<file path="config.mk">
export PLATFORM = sky130hd
export DESIGN_NAME = parking_gate_scheduler_flat
export DESIGN_NICKNAME = d
export VERILOG_FILES = /design/src/rtl/parking_gate_scheduler_pkg.sv /design/src/rtl/parking_gate_scheduler_if.sv /design/src/rtl/parking_gate_scheduler_rr_arbiter.sv /design/src/rtl/parking_gate_scheduler.sv /design/src/flat_wrapper.sv
export SDC_FILE = /design/constraint.sdc
export NUM_CORES = 1
export LEC_CHECK = 0
export BUFFER_PORTS_ARGS = -buffer_cell sky130_fd_sc_hd__buf_4
export CAP_MARGIN = 20
export CORE_UTILIZATION = 50
export DETAILED_ROUTE_END_ITERATION = 7
export PLACE_DENSITY = 0.7
export SYNTH_ARGS = -nofsm -noshare
export SYNTH_HDL_FRONTEND = slang
export SYNTH_HIERARCHICAL = 1
export SYNTH_SLANG_ARGS = --single-unit
export TNS_END_PERCENT = 1
</file>
<file path="constraint.sdc">
create_clock -name clk -period 3.1 [get_ports clk]
set_clock_uncertainty 0.2 [all_clocks]
set_input_delay 0.62 -clock clk [delete_from_list [all_inputs] [get_ports clk]]
set_output_delay 0.62 -clock clk [all_outputs]
set_load 0.1 [all_outputs]
</file>
<file path="src/rtl/parking_gate_scheduler_pkg.sv">
// Shared types and constants for the car park gate controller.
package parking_pkg;

  // 2-bit keypad password, shared with the single-lane parking FSM.
  typedef logic [1:0] pass_t;

  localparam pass_t PASS_CODE_DEF = 2'b11;

  typedef enum logic [2:0] {
    ST_IDLE,
    ST_CHECK,
    ST_OPEN_IN,
    ST_OPEN_OUT,
    ST_DENY
  } state_t;

endpackage

</file>
<file path="src/rtl/parking_gate_scheduler_if.sv">
// Lane sensor / keypad / actuator bundle between the lanes and the scheduler.
interface parking_gate_scheduler_if
  import parking_pkg::*;
#(
  parameter int N_LANES = 4,
  parameter int CNT_W   = 7
);
  logic [N_LANES-1:0] entry_req;
  logic               exit_req;
  logic               pass_valid;
  pass_t              pass_code;
  logic [N_LANES-1:0] entry_grant;
  logic               gate_open;
  logic               green_led;
  logic               red_led;
  logic [CNT_W-1:0]   count;
  logic               full;
  logic               empty;

  modport master (
    output entry_req, exit_req, pass_valid, pass_code,
    input  entry_grant, gate_open, green_led, red_led, count, full, empty
  );

  modport slave (
    input  entry_req, exit_req, pass_valid, pass_code,
    output entry_grant, gate_open, green_led, red_led, count, full, empty
  );
endinterface

</file>
<file path="src/rtl/parking_gate_scheduler_rr_arbiter.sv">
// Combinational round-robin pick: first requester at or after the pointer.
module rr_arbiter #(
  parameter int N     = 4,
  parameter int PTR_W = $clog2(N)
) (
  input  logic [N-1:0]     i_req,
  input  logic [PTR_W-1:0] i_ptr,
  output logic [N-1:0]     o_grant
);
  logic             w_found;
  logic [PTR_W-1:0] w_idx;

  // Scan lanes starting at the pointer, wrapping, and grant the first hit.
  always_comb begin
    o_grant = '0;
    w_found = 1'b0;
    w_idx   = '0;
    for (int unsigned i = 0; i < N; i++) begin
      w_idx = PTR_W'((32'(i_ptr) + i) % N);
      if (!w_found && i_req[w_idx]) begin
        o_grant[w_idx] = 1'b1;
        w_found        = 1'b1;
      end
    end
  end
endmodule

</file>
<file path="src/rtl/parking_gate_scheduler.sv">
// Shared-gate sequencer: entry arbitration, password check, gate windows, occupancy.
module parking_gate_scheduler
  import parking_pkg::*;
#(
  parameter int    N_LANES        = 4,
  parameter int    CAPACITY       = 100,
  parameter int    CNT_W          = 7,
  parameter int    OPEN_CYCLES    = 16,
  parameter int    TIMEOUT_CYCLES = 64,
  parameter int    MAX_TRIES      = 3,
  parameter pass_t PASS_CODE      = PASS_CODE_DEF
) (
  input logic                     clk,
  input logic                     reset_n,
  parking_gate_scheduler_if.slave bus
);
  localparam int PTR_W   = $clog2(N_LANES);
  localparam int TMR_MAX = (TIMEOUT_CYCLES > OPEN_CYCLES) ? TIMEOUT_CYCLES : OPEN_CYCLES;
  localparam int TMR_W   = $clog2(TMR_MAX + 1);
  localparam int FAIL_W  = $clog2(MAX_TRIES + 1);

  state_t             r_state, w_state_n;
  logic [TMR_W-1:0]   r_timer, w_timer_n;
  logic [FAIL_W-1:0]  r_fail, w_fail_n;
  logic [PTR_W-1:0]   r_ptr, w_ptr_n;
  logic [N_LANES-1:0] r_grant, w_grant_n;
  logic               r_gate, w_gate_n;
  logic               r_green, w_green_n;
  logic               r_red, w_red_n;
  logic [CNT_W-1:0]   r_count, w_count_n;
  logic               r_full, r_empty;

  logic [N_LANES-1:0] w_arb_grant;
  logic [PTR_W-1:0]   w_lane;
  logic [PTR_W-1:0]   w_ptr_after;
  logic               w_open_last;

  rr_arbiter #(.N(N_LANES), .PTR_W(PTR_W)) u_arb (
    .i_req   (bus.entry_req),
    .i_ptr   (r_ptr),
    .o_grant (w_arb_grant)
  );

  // Index of the currently granted lane; the pointer resumes just past it.
  always_comb begin
    w_lane = '0;
    for (int unsigned i = 0; i < N_LANES; i++) begin
      if (r_grant[i]) w_lane = PTR_W'(i);
    end
    w_ptr_after = (w_lane == PTR_W'(N_LANES - 1)) ? '0 : w_lane + 1'b1;
    w_open_last = (r_timer == TMR_W'(OPEN_CYCLES - 1));
  end

  // Next-state and next-output logic; one timer serves CHECK timeout and all windows.
  always_comb begin
    w_state_n = r_state;
    w_timer_n = r_timer;
    w_fail_n  = r_fail;
    w_ptr_n   = r_ptr;
    w_grant_n = r_grant;
    w_gate_n  = 1'b0;
    w_green_n = 1'b0;
    w_red_n   = 1'b0;
    w_count_n = r_count;
    unique case (r_state)
      ST_IDLE: begin
        w_grant_n = '0;
        if (bus.exit_req && !r_empty) begin
          w_state_n = ST_OPEN_OUT;
          w_timer_n = '0;
          w_gate_n  = 1'b1;
        end else if ((|bus.entry_req) && !r_full) begin
          w_state_n = ST_CHECK;
          w_grant_n = w_arb_grant;
          w_fail_n  = '0;
          w_timer_n = '0;
        end
      end
      ST_CHECK: begin
        w_timer_n = r_timer + 1'b1;
        if (!(|(bus.entry_req & r_grant))) begin
          w_state_n = ST_IDLE;
          w_grant_n = '0;
          w_ptr_n   = w_ptr_after;
        end else if (bus.pass_valid && bus.pass_code == PASS_CODE) begin
          w_state_n = ST_OPEN_IN;
          w_grant_n = '0;
          w_ptr_n   = w_ptr_after;
          w_timer_n = '0;
          w_gate_n  = 1'b1;
          w_green_n = 1'b1;
        end else if (bus.pass_valid) begin
          w_red_n   = 1'b1;
          w_timer_n = '0;
          w_fail_n  = r_fail + 1'b1;
          // The last allowed miss flows straight into the deny window.
          if (r_fail == FAIL_W'(MAX_TRIES - 1)) begin
            w_state_n = ST_DENY;
            w_grant_n = '0;
            w_ptr_n   = w_ptr_after;
          end
        end else if (r_timer == TMR_W'(TIMEOUT_CYCLES - 1)) begin
          w_state_n = ST_IDLE;
          w_grant_n = '0;
          w_ptr_n   = w_ptr_after;
        end
      end
      ST_OPEN_IN: begin
        if (w_open_last) begin
          w_state_n = ST_IDLE;
          w_timer_n = '0;
          w_count_n = r_count + 1'b1;
        end else begin
          w_timer_n = r_timer + 1'b1;
          w_gate_n  = 1'b1;
          w_green_n = 1'b1;
        end
      end
      ST_OPEN_OUT: begin
        if (w_open_last) begin
          w_state_n = ST_IDLE;
          w_timer_n = '0;
          w_count_n = r_count - 1'b1;
        end else begin
          w_timer_n = r_timer + 1'b1;
          w_gate_n  = 1'b1;
        end
      end
      ST_DENY: begin
        if (w_open_last) begin
          w_state_n = ST_IDLE;
          w_timer_n = '0;
        end else begin
          w_timer_n = r_timer + 1'b1;
          w_red_n   = 1'b1;
        end
      end
      default: w_state_n = ST_IDLE;
    endcase
  end

  // State and registered outputs; full/empty track the next count.
  always_ff @(posedge clk or negedge reset_n) begin
    if (!reset_n) begin
      r_state <= ST_IDLE;
      r_timer <= '0;
      r_fail  <= '0;
      r_ptr   <= '0;
      r_grant <= '0;
      r_gate  <= 1'b0;
      r_green <= 1'b0;
      r_red   <= 1'b0;
      r_count <= '0;
      r_full  <= 1'b0;
      r_empty <= 1'b1;
    end else begin
      r_state <= w_state_n;
      r_timer <= w_timer_n;
      r_fail  <= w_fail_n;
      r_ptr   <= w_ptr_n;
      r_grant <= w_grant_n;
      r_gate  <= w_gate_n;
      r_green <= w_green_n;
      r_red   <= w_red_n;
      r_count <= w_count_n;
      r_full  <= (w_count_n == CNT_W'(CAPACITY));
      r_empty <= (w_count_n == '0);
    end
  end

  assign bus.entry_grant = r_grant;
  assign bus.gate_open   = r_gate;
  assign bus.green_led   = r_green;
  assign bus.red_led     = r_red;
  assign bus.count       = r_count;
  assign bus.full        = r_full;
  assign bus.empty       = r_empty;
endmodule

</file>
<file path="src/flat_wrapper.sv">
// flat-port wrapper written by rule: the top's interface ports become plain ports
module parking_gate_scheduler_flat import parking_pkg::*;
#(
  parameter int    N_LANES        = 4,
  parameter int    CAPACITY       = 100,
  parameter int    CNT_W          = 7,
  parameter int    OPEN_CYCLES    = 16,
  parameter int    TIMEOUT_CYCLES = 64,
  parameter int    MAX_TRIES      = 3,
  parameter pass_t PASS_CODE      = PASS_CODE_DEF
)
  (clk, reset_n, bus_entry_req, bus_exit_req, bus_pass_valid, bus_pass_code, bus_entry_grant, bus_gate_open, bus_green_led, bus_red_led, bus_count, bus_full, bus_empty);
  parking_gate_scheduler_if #(.N_LANES(N_LANES), .CNT_W(CNT_W)) bus_i ();
  input logic clk;
  input logic reset_n;
  input wire logic [$bits(bus_i.entry_req)-1:0] bus_entry_req;
  input wire logic [$bits(bus_i.exit_req)-1:0] bus_exit_req;
  input wire logic [$bits(bus_i.pass_valid)-1:0] bus_pass_valid;
  input wire logic [$bits(bus_i.pass_code)-1:0] bus_pass_code;
  output wire logic [$bits(bus_i.entry_grant)-1:0] bus_entry_grant;
  output wire logic [$bits(bus_i.gate_open)-1:0] bus_gate_open;
  output wire logic [$bits(bus_i.green_led)-1:0] bus_green_led;
  output wire logic [$bits(bus_i.red_led)-1:0] bus_red_led;
  output wire logic [$bits(bus_i.count)-1:0] bus_count;
  output wire logic [$bits(bus_i.full)-1:0] bus_full;
  output wire logic [$bits(bus_i.empty)-1:0] bus_empty;
  assign bus_i.entry_req = bus_entry_req;
  assign bus_i.exit_req = bus_exit_req;
  assign bus_i.pass_valid = bus_pass_valid;
  assign bus_i.pass_code = bus_pass_code;
  assign bus_entry_grant = bus_i.entry_grant;
  assign bus_gate_open = bus_i.gate_open;
  assign bus_green_led = bus_i.green_led;
  assign bus_red_led = bus_i.red_led;
  assign bus_count = bus_i.count;
  assign bus_full = bus_i.full;
  assign bus_empty = bus_i.empty;
  parking_gate_scheduler #(.N_LANES(N_LANES), .CAPACITY(CAPACITY), .CNT_W(CNT_W), .OPEN_CYCLES(OPEN_CYCLES), .TIMEOUT_CYCLES(TIMEOUT_CYCLES), .MAX_TRIES(MAX_TRIES), .PASS_CODE(PASS_CODE)) u_core (.clk(clk), .reset_n(reset_n), .bus(bus_i));
endmodule
</file>
==> results.yml, run 1 <==
timing:
  unrepaired_setup_endpoints_after_global_routing: "no"
  hold_violations: 0
  layout_worst_path_cycle_share_pct: 77.4
  tightestPinTransition_ps: 808
  setup_violations: 0
  max_freq_ghz: 0.417
  fin_crit_ps: 2400
  totalNegativeSetupSlack_ps: 0
  final-max-slew-violation-count: 0
  slew-limit-headroom_pct: 45.4
detailed_routing:
  detail_route.wl_per_cell_um: 15.2
  average_via_count_per_standard_cell: 5.70
  detailroute.via_count: 1635
  drt_iter0_markers: 83
  routed_wl_um: 4380
  drc_errors: 0
  ant_nets: 0
  firstDrtPassIters: 4
cells_and_area:
  final_cell_mix: "29 x sky130_fd_sc_hd__dfrtp_1, 25 x sky130_fd_sc_hd__buf_4, 20 x sky130_fd_sc_hd__nand2_1, 15 x sky130_fd_sc_hd__inv_1"
  final_layout_size_suffix_gt1_share_pct: 21.9
  fillerInstances: 344
  antenna_cells: 0
  area_growth_syn_to_layout_pct: 13.3
  final_common_cell: "sky130_fd_sc_hd__dfrtp_1"
  multiInputGateArea_sq_um: 1250
  design.final.nets: 256
  area.sequential_sq_um: 752
worst_setup_path:
  critPathArrivalTime_ps: 2400
  path_cells: "ha_1 > and3_1 > and3_1 > mux2i_1 > a311o_1 > a211oi_1"
  critPathSlowestCell: "sky130_fd_sc_hd__and3_1"
  crit_required_ps: 3100
  timing.critical_path.fanout_max: 12
  timing_worst_setup_path_type: "register to register"
  worst_path_most_repeated_cell: "sky130_fd_sc_hd__and3_1"
  startpoint_type: "register"
  slowest_delay_ps: 480
  crit_path_end_kind: "register"
synth:
  ys_top_cells_by_area: "sky130_fd_sc_hd__dfrtp_1 34%, sky130_fd_sc_hd__ha_1 5.9%, sky130_fd_sc_hd__a22o_1 3.7%"
  yosys.area_share.simple_pct: 19.3
  syn_nets: 233
  synth.yosys.seq_area_share_pct: 35.5
  syn_area_per_cell_sq_um: 9.94
  ys.flop_type: "sky130_fd_sc_hd__dfrtp_1"
  combinational_family_with_the_most_area_after_synthesis: "compound AO/OA/AOI/OAI gates"
  yosys.area_share.xor_xnor_pct: 4.08
  synth_compound_gate_area_share_pct: 23.0
  post_synth_inst_count: 213
  syn_area_sq_um: 2120
  synth.ff_latch_count: 30
  synth_enable_flop_cells: 0
  post_synthesis_cell_type_count: 61
  netlist.top_cell.by_area: "sky130_fd_sc_hd__dfrtp_1"
  netlist.area_leader.share_pct: 34.3
  muxShareOfSynthArea_pct: 6.62
  share_of_async_settable_or_async_resettable_flops_after_synthesis_pct: 100
  yosysWarningCount: 6
  post_synth_fa_ha_maj_area_fraction_pct: 5.91
cts:
  cts_buffer_depth: 2
  postCtsSetupBuffers: 0
  clock_tree.root_cell: "sky130_fd_sc_hd__clkbuf_8"
  cts_tree: "done"
  clk_lat_worst_skew_ps: 280
  h_tree_depth: 2
  cts.clk_slew.worst_paths_ps: 70
  cts-resized-gates: 0
  hold_fix_buffer_count_after_cts: 0
  cts_buffers: 5
  tritoncts_num_sinks: 30
pwr:
  part_of_the_power_in_the_clock_network_pct: 15.7
  swShare_pct: 46.4
  p_seq_share_pct: 29.6
  power.total_mw: 2.10
  powerDensity_nw_per_um2: 876
  cellInternalPower_mw: 1.13
  peakVddDrop_mv: 0.466
  net-switching-power_mw: 0.974
  power_frac_comb_pct: 54.7
  power.leakage_nw: 1.08
run_status:
  run_status: "complete, no violations"
floorplan:
  die_width_um: 67.1
  pin_count: 26
  core_ar_sq_um: 4030
  die-height_um: 67.1
  effective_utilization_at_floorplan_pct: 52.5
  row_count: 23
  die-area_sq_um: 4500
global_routing:
  grt_max_degree: 31
  grt_pass1_wl_um: 7280
  grt.overflow.total: 0
  antenna_violations_before_repair: 0
  via_count_of_the_first_global_routing_pass: 1521
  global_routing_usage_summed_across_all_routing_layers_pct: 21.9
hold_path:
  min_path_type: "primary input to async pin"
place:
  place.gp.congestion: 0.885
  placement.io_buffers: 25
  place_hpwl_um: 3120
job:
  max-cap-violations: 0
==> area by class of cell <==
| class | instances | area share, % |
|---|---|---|
| multi-input combinational | 159 | 52.1 |
| tap | 50 | 2.61 |
| clock inverter | 1 | 0.209 |
| inverter | 15 | 2.35 |
| timing repair buffer | 25 | 7.82 |
| sequential | 30 | 31.4 |
| clock buffer | 7 | 3.60 |
==> routing by layer <==
| layer | track usage (%) | up-vias | routed length, um |
|---|---|---|---|
| li1 | - | 833 | - |
| met1 | 31.4 | 770 | 2190 |
| met2 | 32.0 | 27 | 2000 |
| met3 | 5.14 | 5 | 131 |
| met4 | 7.18 | 0 | 53 |
| met5 | 0 | - | 0 |
==> state kept, by name (all words and copies together) (netlist names) <==
register / cells
u_core/bus.count: 7
u_core/r_timer: 7
u_core/bus.entry_grant: 4
u_core/r_state: 3
u_core/r_fail: 2
u_core/r_ptr: 2
u_core/bus.empty: 1
u_core/bus.full: 1
u_core/bus.gate_open: 1
u_core/bus.green_led: 1
u_core/bus.red_led: 1
==> path summary, 6_finish.rpt <==
path	cells past startpoint	start	end	slack, ps
setup reg to reg	6	u_core/r_timer[0]	u_core/bus.empty	700
setup / recovery	6	u_core/r_timer[0]	u_core/bus.empty	700
hold / removal	1	reset_n	u_core/r_fail[0]	50
hold reg to reg	1	u_core/r_fail[0]	u_core/r_fail[0]	290
max in group asynchronous	1	reset_n	u_core/bus.empty	2320
min in group clk	1	u_core/r_fail[0]	u_core/r_fail[0]	290
==> cell families (layout without fill, tap and decap cells) <==
| logic type | Yosys count | count (layout) |
|---|---|---|
| and+or+nand+nor | 67 | 67 |
| muxes | 8 | 8 |
| DFF | 30 | 30 |
| adders and majority gates | 10 | 10 |
| xor gates and xnor gates | 9 | 9 |
| buffers and inverters | 24 | 48 |
| AOI/OAI and AO/OA | 65 | 65 |
==> synthesized netlist by cell type, types with 3 or more instances <==
| cell | count |
|---|---|
| sky130_fd_sc_hd__nand3_1 | 4 |
| sky130_fd_sc_hd__a21oi_1 | 11 |
| sky130_fd_sc_hd__o211ai_1 | 4 |
| sky130_fd_sc_hd__dfrtp_1 | 29 |
| sky130_fd_sc_hd__buf_2 | 3 |
| sky130_fd_sc_hd__nand2_1 | 20 |
| sky130_fd_sc_hd__o21ai_0 | 11 |
| sky130_fd_sc_hd__buf_6 | 3 |
| sky130_fd_sc_hd__xnor2_1 | 7 |
| sky130_fd_sc_hd__nor3b_1 | 5 |
| sky130_fd_sc_hd__nand3b_1 | 4 |
| sky130_fd_sc_hd__nor2_1 | 8 |
| sky130_fd_sc_hd__a31oi_1 | 3 |
| sky130_fd_sc_hd__ha_1 | 10 |
| sky130_fd_sc_hd__nor2b_1 | 4 |
| sky130_fd_sc_hd__inv_1 | 15 |
| sky130_fd_sc_hd__a21o_2 | 5 |
| sky130_fd_sc_hd__and3_1 | 3 |
| sky130_fd_sc_hd__a22o_1 | 9 |
==> power by group through the flow <==
stage	Combinational, mW	Sequential, mW	Clock [mW]
floorplan	0.762	0.796	0
global placement	1.13	0.623	0
detailed placement	1.14	0.627	0
CTS	1.15	0.621	0.341
global route	1.25	0.642	0.355
finish	1.15	0.621	0.330
==> worst max-delay path, delay by kind of cell, from the launching register on <==
kind            cells  cell delay [ps]
mux                 1              140
fa+ha+maj           1              220
compound gates      2              540
flops               1              400
simple gates        2              820
==> metrics by stage <==
step                      cells  setup slack [ps]  utilization [%]  hold WS (ps)  area, sq um
after floorplan             213               474                -           124         2120
after global placement      279               720             57.3           280         2310
after detailed placement    279               706             57.3           288         2310
after CTS                   287               694             59.5          67.4         2400
after global routing        287               525             59.5          80.5         2400
final                       287               699             59.5          51.8         2400
Note: power is estimated with default switching activity, not from simulation.
==> run 2: changes to the inputs <==
Settings changed: ABC_AREA from default to 1.
Clock period 3.1 ns to 2.46 ns, I/O delays scaled along.
==> run 2 against run 1 <==
  * Wire length grew 26%
  * Die area grew 12%
  * Area after synthesis grew 12%
  * Clock power grew 24%
  * Sequential power grew 17%
  * Critical endpoint is now u_core/bus.entry_grant[2]
==> results.yml, run 2 <==
worst_setup_path:
  category_of_cells_accounting_for_the_largest_share_of_critical_path_delay: "simple AND/OR/NAND/NOR gates"
  critPathArrivalTime_ps: 2180
  crit_path_end_kind: "register"
  timing_worst_setup_path_type: "register to register"
  critPathSlowestCell: "sky130_fd_sc_hd__dfrtp_1"
  slowest_delay_ps: 540
  startpoint_type: "register"
  path_buf_inv: 2
  crit_required_ps: 2480
  timing.critical_path.fanout_max: 11
  path_cells: "inv_2 > ha_1 > inv_1 > nand3_1 > nand2_1 > nand2_4 > nor2_4 > nand2_1 > nand3_1 > nand3_1 > nand2_1"
place:
  dp.cells: 422
  place_hpwl_um: 4160
  place.gp.congestion: 0.921
  place_area_sq_um: 2590
  placement.io_buffers: 25
  place_worst_setup_slack_ps: 367
run_status:
  run_status: "complete, no violations"
cts:
  cts.clk_slew.worst_paths_ps: 60
  hold_fix_buffer_count_after_cts: 1
  cts-resized-gates: 0
  clock_tree.root_cell: "sky130_fd_sc_hd__clkbuf_8"
  cts_buffer_depth: 2
  h_tree_depth: 2
  cts_buffers: 5
  clk_lat_worst_skew_ps: 280
  cts_tree: "done"
  tritoncts_num_sinks: 30
  postCtsSetupBuffers: 0
synth:
  syn_nets: 370
  netlist.top_cell.by_area: "sky130_fd_sc_hd__dfrtp_1"
  yosysWarningCount: 6
  synth.ff_latch_count: 30
  synth.yosys.seq_area_share_pct: 31.7
  ys.flop_type: "sky130_fd_sc_hd__dfrtp_1"
  muxShareOfSynthArea_pct: 0
  synth_compound_gate_area_share_pct: 6.70
  netlist.area_leader.share_pct: 30.6
  post_synth_fa_ha_maj_area_fraction_pct: 5.27
  yosys.area_share.simple_pct: 44.9
  syn_area_per_cell_sq_um: 6.78
  combinational_family_with_the_most_area_after_synthesis: "simple AND/OR/NAND/NOR gates"
  synth_enable_flop_cells: 0
  post_synthesis_cell_type_count: 31
  synth_most_common_cell: "sky130_fd_sc_hd__nand2_1"
  yosys.area_share.xor_xnor_pct: 1.48
  ys_top_cells_by_area: "sky130_fd_sc_hd__dfrtp_1 31%, sky130_fd_sc_hd__nand2_1 16%, sky130_fd_sc_hd__nand3_1 13%"
  post_synth_inst_count: 350
  syn_area_sq_um: 2370
  share_of_async_settable_or_async_resettable_flops_after_synthesis_pct: 100
  synth_common_cells: "101 x sky130_fd_sc_hd__nand2_1, 61 x sky130_fd_sc_hd__nand3_1, 51 x sky130_fd_sc_hd__inv_1, 29 x sky130_fd_sc_hd__dfrtp_1, 22 x sky130_fd_sc_hd__nor2_1"
detailed_routing:
  detail_route.wl_per_cell_um: 12.8
  average_via_count_per_standard_cell: 5.42
  detailroute.via_count: 2335
  drt_iter0_markers: 143
  ant_nets: 0
  routed_wl_um: 5510
  firstDrtPassIters: 6
  drc_errors: 0
cells_and_area:
  area_growth_syn_to_layout_pct: 13.3
  final_core_util_pct: 60.5
  multiInputGateArea_sq_um: 1380
  stdcell_count: 431
  final_common_cell: "sky130_fd_sc_hd__nand2_1"
  area.sequential_sq_um: 752
  final_cell_mix: "101 x sky130_fd_sc_hd__nand2_1, 61 x sky130_fd_sc_hd__nand3_1, 51 x sky130_fd_sc_hd__inv_1, 29 x sky130_fd_sc_hd__dfrtp_1, 25 x sky130_fd_sc_hd__buf_4"
  final_layout_size_suffix_gt1_share_pct: 15.8
  postLayoutCellArea_sq_um: 2690
  fillerInstances: 441
  design.final.nets: 398
  antenna_cells: 0
floorplan:
  row_count: 24
  pin_count: 26
  effective_utilization_at_floorplan_pct: 53.4
  die_width_um: 70.9
  core_ar_sq_um: 4440
  die-area_sq_um: 5020
  die-height_um: 70.9
global_routing:
  grt_max_degree: 31
  grt.overflow.total: 0
  via_count_of_the_first_global_routing_pass: 2192
  grt_pass1_wl_um: 9730
  global_routing_usage_summed_across_all_routing_layers_pct: 24.5
  antenna_violations_before_repair: 0
timing:
  max_freq_ghz: 0.461
  tightestPinTransition_ps: 504
  final-max-slew-violation-count: 0
  fin_crit_ps: 2170
  totalNegativeSetupSlack_ps: 0
  layout_worst_path_cycle_share_pct: 88.1
  final.setup.worst_slack_ps: 292
  timing.hold.ws_ps: 299
  unrepaired_setup_endpoints_after_global_routing: "no"
  setup_violations: 0
  hold_violations: 0
  slew-limit-headroom_pct: 66.3
pwr:
  power.total_mw: 2.64
  peakVddDrop_mv: 0.371
  power.leakage_nw: 1.44
  powerDensity_nw_per_um2: 983
hold_path:
  min_path_type: "register to register"
job:
  max-cap-violations: 0
==> run 2: layout make-up <==
cell class                      count  share of cell area [%]
Tap cell                           52                    2.42
Timing Repair Buffer               26                    7.35
Clock inverter                      1                   0.186
Sequential cell                    30                    28.0
Multi-Input combinational cell    262                    51.5
Inverter                           53                    7.40
Clock buffer                        7                    3.21
==> run 2: final timing paths <==
| kind | startpoint | to | slack, ps | cells after the start |
|---|---|---|---|---|
| setup / recovery | u_core/r_ptr[0] | u_core/bus.entry_grant[2] | 290 | 11 |
| hold / removal | u_core/r_fail[0] | u_core/r_fail[0] | 300 | 1 |
| setup reg to reg | u_core/r_ptr[0] | u_core/bus.entry_grant[2] | 290 | 11 |
| hold reg to reg | u_core/r_fail[0] | u_core/r_fail[0] | 300 | 1 |
| max in group asynchronous | reset_n | u_core/bus.empty | 1260 | 2 |
| min in group asynchronous | reset_n | u_core/r_timer[5] | 480 | 2 |
==> run 2: logic make-up (layout without fill, tap and decap cells) <==
logic type | Yosys count | in the layout
XOR/XNOR | 4 | 4
adder cells (fa/ha/maj) | 10 | 10
AND/OR/NAND/NOR | 221 | 221
buffers and inverters | 58 | 87
AO/OA/AOI/OAI | 27 | 27
flip-flops | 30 | 30
==> run 2: power by group <==
group | total (mW) | switching, mW | internal, mW | leakage (nW)
Clock | 0.409 | 0.184 | 0.225 | 0.0482
Combinational | 1.51 | 1.07 | 0.437 | 0.992
Sequential | 0.727 | 0.123 | 0.604 | 0.402
==> run 2: metal layers <==
metal  vias to the layer above  track usage (%)  routed length (um)
met3                        14             4.27                 244
met2                        64             39.7                2520
met5                         -                0                   0
li1                       1187                -                   -
met1                      1070             32.3                2600
met4                         0             10.4                 142
==> run 3: changes to the inputs <==
--- a/config.mk
+++ b/config.mk
@@ -12,3 +12,3 @@
 export DETAILED_ROUTE_END_ITERATION = 7
-export PLACE_DENSITY = 0.7
+export PLACE_DENSITY = 0.81
 export SYNTH_ARGS = -nofsm -noshare
==> constraint.sdc (replaced) <==
create_clock -name clk -period 2.46 [get_ports clk]
set_clock_uncertainty 0.2 [all_clocks]
set_input_delay 0.123 -clock clk [delete_from_list [all_inputs] [get_ports clk]]
set_output_delay 0.123 -clock clk [all_outputs]
set_load 0.1 [all_outputs]
==> run 3 against run 2 <==
  * Hold slack worse by 200 ps
  * Register-to-register slack gained 30 ps
  * Global-route usage down 0.94 points
  * Via count increased by 0.94%
  * Final area rose by 0.37%
  * Combinational power is essentially flat
  * Clock power up 2%
  * Power grew 0.73%
==> results.yml, run 3 (synthesis gave the netlist of run 2 again) <==
worst_setup_path:
  reg2regPathDepth: 11
  critPathSlowestCell: "sky130_fd_sc_hd__dfrtp_1"
  regToRegSetupSlack_ps: 330
  startpoint_type: "register"
  crit_path_end_kind: "register"
  worst_path_most_repeated_cell: "sky130_fd_sc_hd__nand3_1"
  crit_required_ps: 2490
  worst_r2r_endpoint: "u_core/bus.entry_grant[0]"
  slowest_delay_ps: 550
  worst_r2r_startpoint: "u_core/r_ptr[0]"
  timing.critical_path.fanout_max: 11
  startpoint: "u_core/r_ptr[0]"
  critPathArrivalTime_ps: 2170
  timing_worst_setup_path_type: "register to register"
  category_of_cells_accounting_for_the_largest_share_of_critical_path_delay: "simple AND/OR/NAND/NOR gates"
  path_cells: "inv_2 > ha_1 > inv_1 > nand3_1 > nand2_1 > nand3_1 > nand2_1 > inv_1 > nand3_1 > nand3_1 > nand2_1"
  path_buf_inv: 3
pwr:
  powerDensity_nw_per_um2: 987
  peakVddDrop_mv: 0.446
  net-switching-power_mw: 1.39
  p_seq_share_pct: 27.4
  part_of_the_power_in_the_clock_network_pct: 15.7
  cellInternalPower_mw: 1.27
  swShare_pct: 52.4
  power_frac_comb_pct: 56.9
  power.leakage_nw: 1.45
timing:
  layout_worst_path_cycle_share_pct: 86.8
  totalNegativeSetupSlack_ps: 0
  setup_violations: 0
  final-max-slew-violation-count: 0
  tightestPinTransition_ps: 561
  timing.hold.ws_ps: 96.9
  slew-limit-headroom_pct: 62.3
  unrepaired_setup_endpoints_after_global_routing: "no"
  max_freq_ghz: 0.468
  hold_violations: 0
  fin_crit_ps: 2130
cts:
  cts_buffer_depth: 2
  clk_lat_worst_skew_ps: 300
  clock_tree.root_cell: "sky130_fd_sc_hd__clkbuf_8"
  h_tree_depth: 2
  cts_buffers: 5
  cts.clk_slew.worst_paths_ps: 60
  cts_tree: "done"
  tritoncts_num_sinks: 30
  cts-resized-gates: 0
global_routing:
  antenna_violations_before_repair: 0
  via_count_of_the_first_global_routing_pass: 2132
  global_routing_usage_summed_across_all_routing_layers_pct: 23.6
  grt.overflow.total: 0
  grt_max_degree: 31
  grt_pass1_wl_um: 9350
job:
  max-cap-violations: 0
place:
  placement.io_buffers: 25
  place_hpwl_um: 4100
  place.gp.congestion: 0.866
cells_and_area:
  final_core_util_pct: 60.7
  antenna_cells: 0
  design.final.nets: 399
  final_common_cell: "sky130_fd_sc_hd__nand2_1"
  final_cell_mix: "101 x sky130_fd_sc_hd__nand2_1, 61 x sky130_fd_sc_hd__nand3_1, 51 x sky130_fd_sc_hd__inv_1, 29 x sky130_fd_sc_hd__dfrtp_1, 25 x sky130_fd_sc_hd__buf_4"
  final_layout_size_suffix_gt1_share_pct: 15.8
  area_growth_syn_to_layout_pct: 13.8
floorplan:
  effective_utilization_at_floorplan_pct: 53.4
  core_ar_sq_um: 4440
  die-area_sq_um: 5020
  pin_count: 26
  die-height_um: 70.9
  die_width_um: 70.9
  row_count: 24
detailed_routing:
  routed_wl_um: 5480
  average_via_count_per_standard_cell: 5.46
  ant_nets: 0
  firstDrtPassIters: 7
  drt_iter0_markers: 176
  detailroute.via_count: 2357
  drc_errors: 0
  detail_route.wl_per_cell_um: 12.7
hold_path:
  min_path_type: "primary input to async pin"
run_status:
  run_status: "complete, no violations"
## run 3: worst register-to-register path: stages (launching register included)
cell and delay, ps:
sky130_fd_sc_hd__dfrtp_1 550, sky130_fd_sc_hd__inv_2 160, sky130_fd_sc_hd__ha_1 380, sky130_fd_sc_hd__inv_1 110, sky130_fd_sc_hd__nand3_1 90, sky130_fd_sc_hd__nand2_1 150
sky130_fd_sc_hd__nand3_1 90, sky130_fd_sc_hd__nand2_1 60, sky130_fd_sc_hd__inv_1 40, sky130_fd_sc_hd__nand3_1 70, sky130_fd_sc_hd__nand3_1 80, sky130_fd_sc_hd__nand2_1 90
## run 3: power groups by stage
stage | Sequential [mW] | Combinational, mW | Clock (mW)
after floorplan | 0.950 | 0.963 | 0
after global placement | 0.733 | 1.46 | 0
after detailed placement | 0.735 | 1.49 | 0
after global routing | 0.743 | 1.67 | 0.448
final | 0.730 | 1.51 | 0.418
after CTS | 0.728 | 1.50 | 0.425
## run 3: final cells by class
| cell class | instances | area (sq um) |
|---|---|---|
| fill | 413 | 1750 |
| multi-input combinational | 262 | 1380 |
| sequential | 30 | 752 |
| timing repair buffer | 27 | 208 |
| inverter | 53 | 199 |
| clock buffer | 7 | 86.3 |
| tap | 52 | 65.1 |
| clock inverter | 1 | 5.00 |
## run 3: worst max-delay path by stage
stage                     cells past startpoint                        end  slack, ps
after global placement                       11           u_core/bus.empty        420
after floorplan                               8            u_core/bus.full         20
after detailed placement                     11  u_core/bus.entry_grant[0]        350
after CTS                                    11  u_core/bus.entry_grant[0]        340
after global routing                         11           u_core/bus.empty         70
final                                        11  u_core/bus.entry_grant[0]        330
## run 3: metrics by stage
stage	std cells	power [mW]	setup WS, ps	instance area (sq um)
floorplan	350	1.91	16.6	2370
global placement	422	2.19	425	2590
detailed placement	422	2.23	353	2590
CTS	432	2.65	335	2700
global route	432	2.86	69.2	2700
finish	432	2.66	325	2700
## run 3: metal layers
metal / wire, um / GRT usage (%)
met5: 0 / 0
met1: 2510 / 29.4
met4: 127 / 12.0
met2: 2630 / 39.4
met3: 204 / 3.99
## run 3: timing repair
item	in CTS	in global routing
setup endpoints to repair	0	0
hold buffers	2	0
setup buffers	0	0
endpoints found under the hold margin	31	0
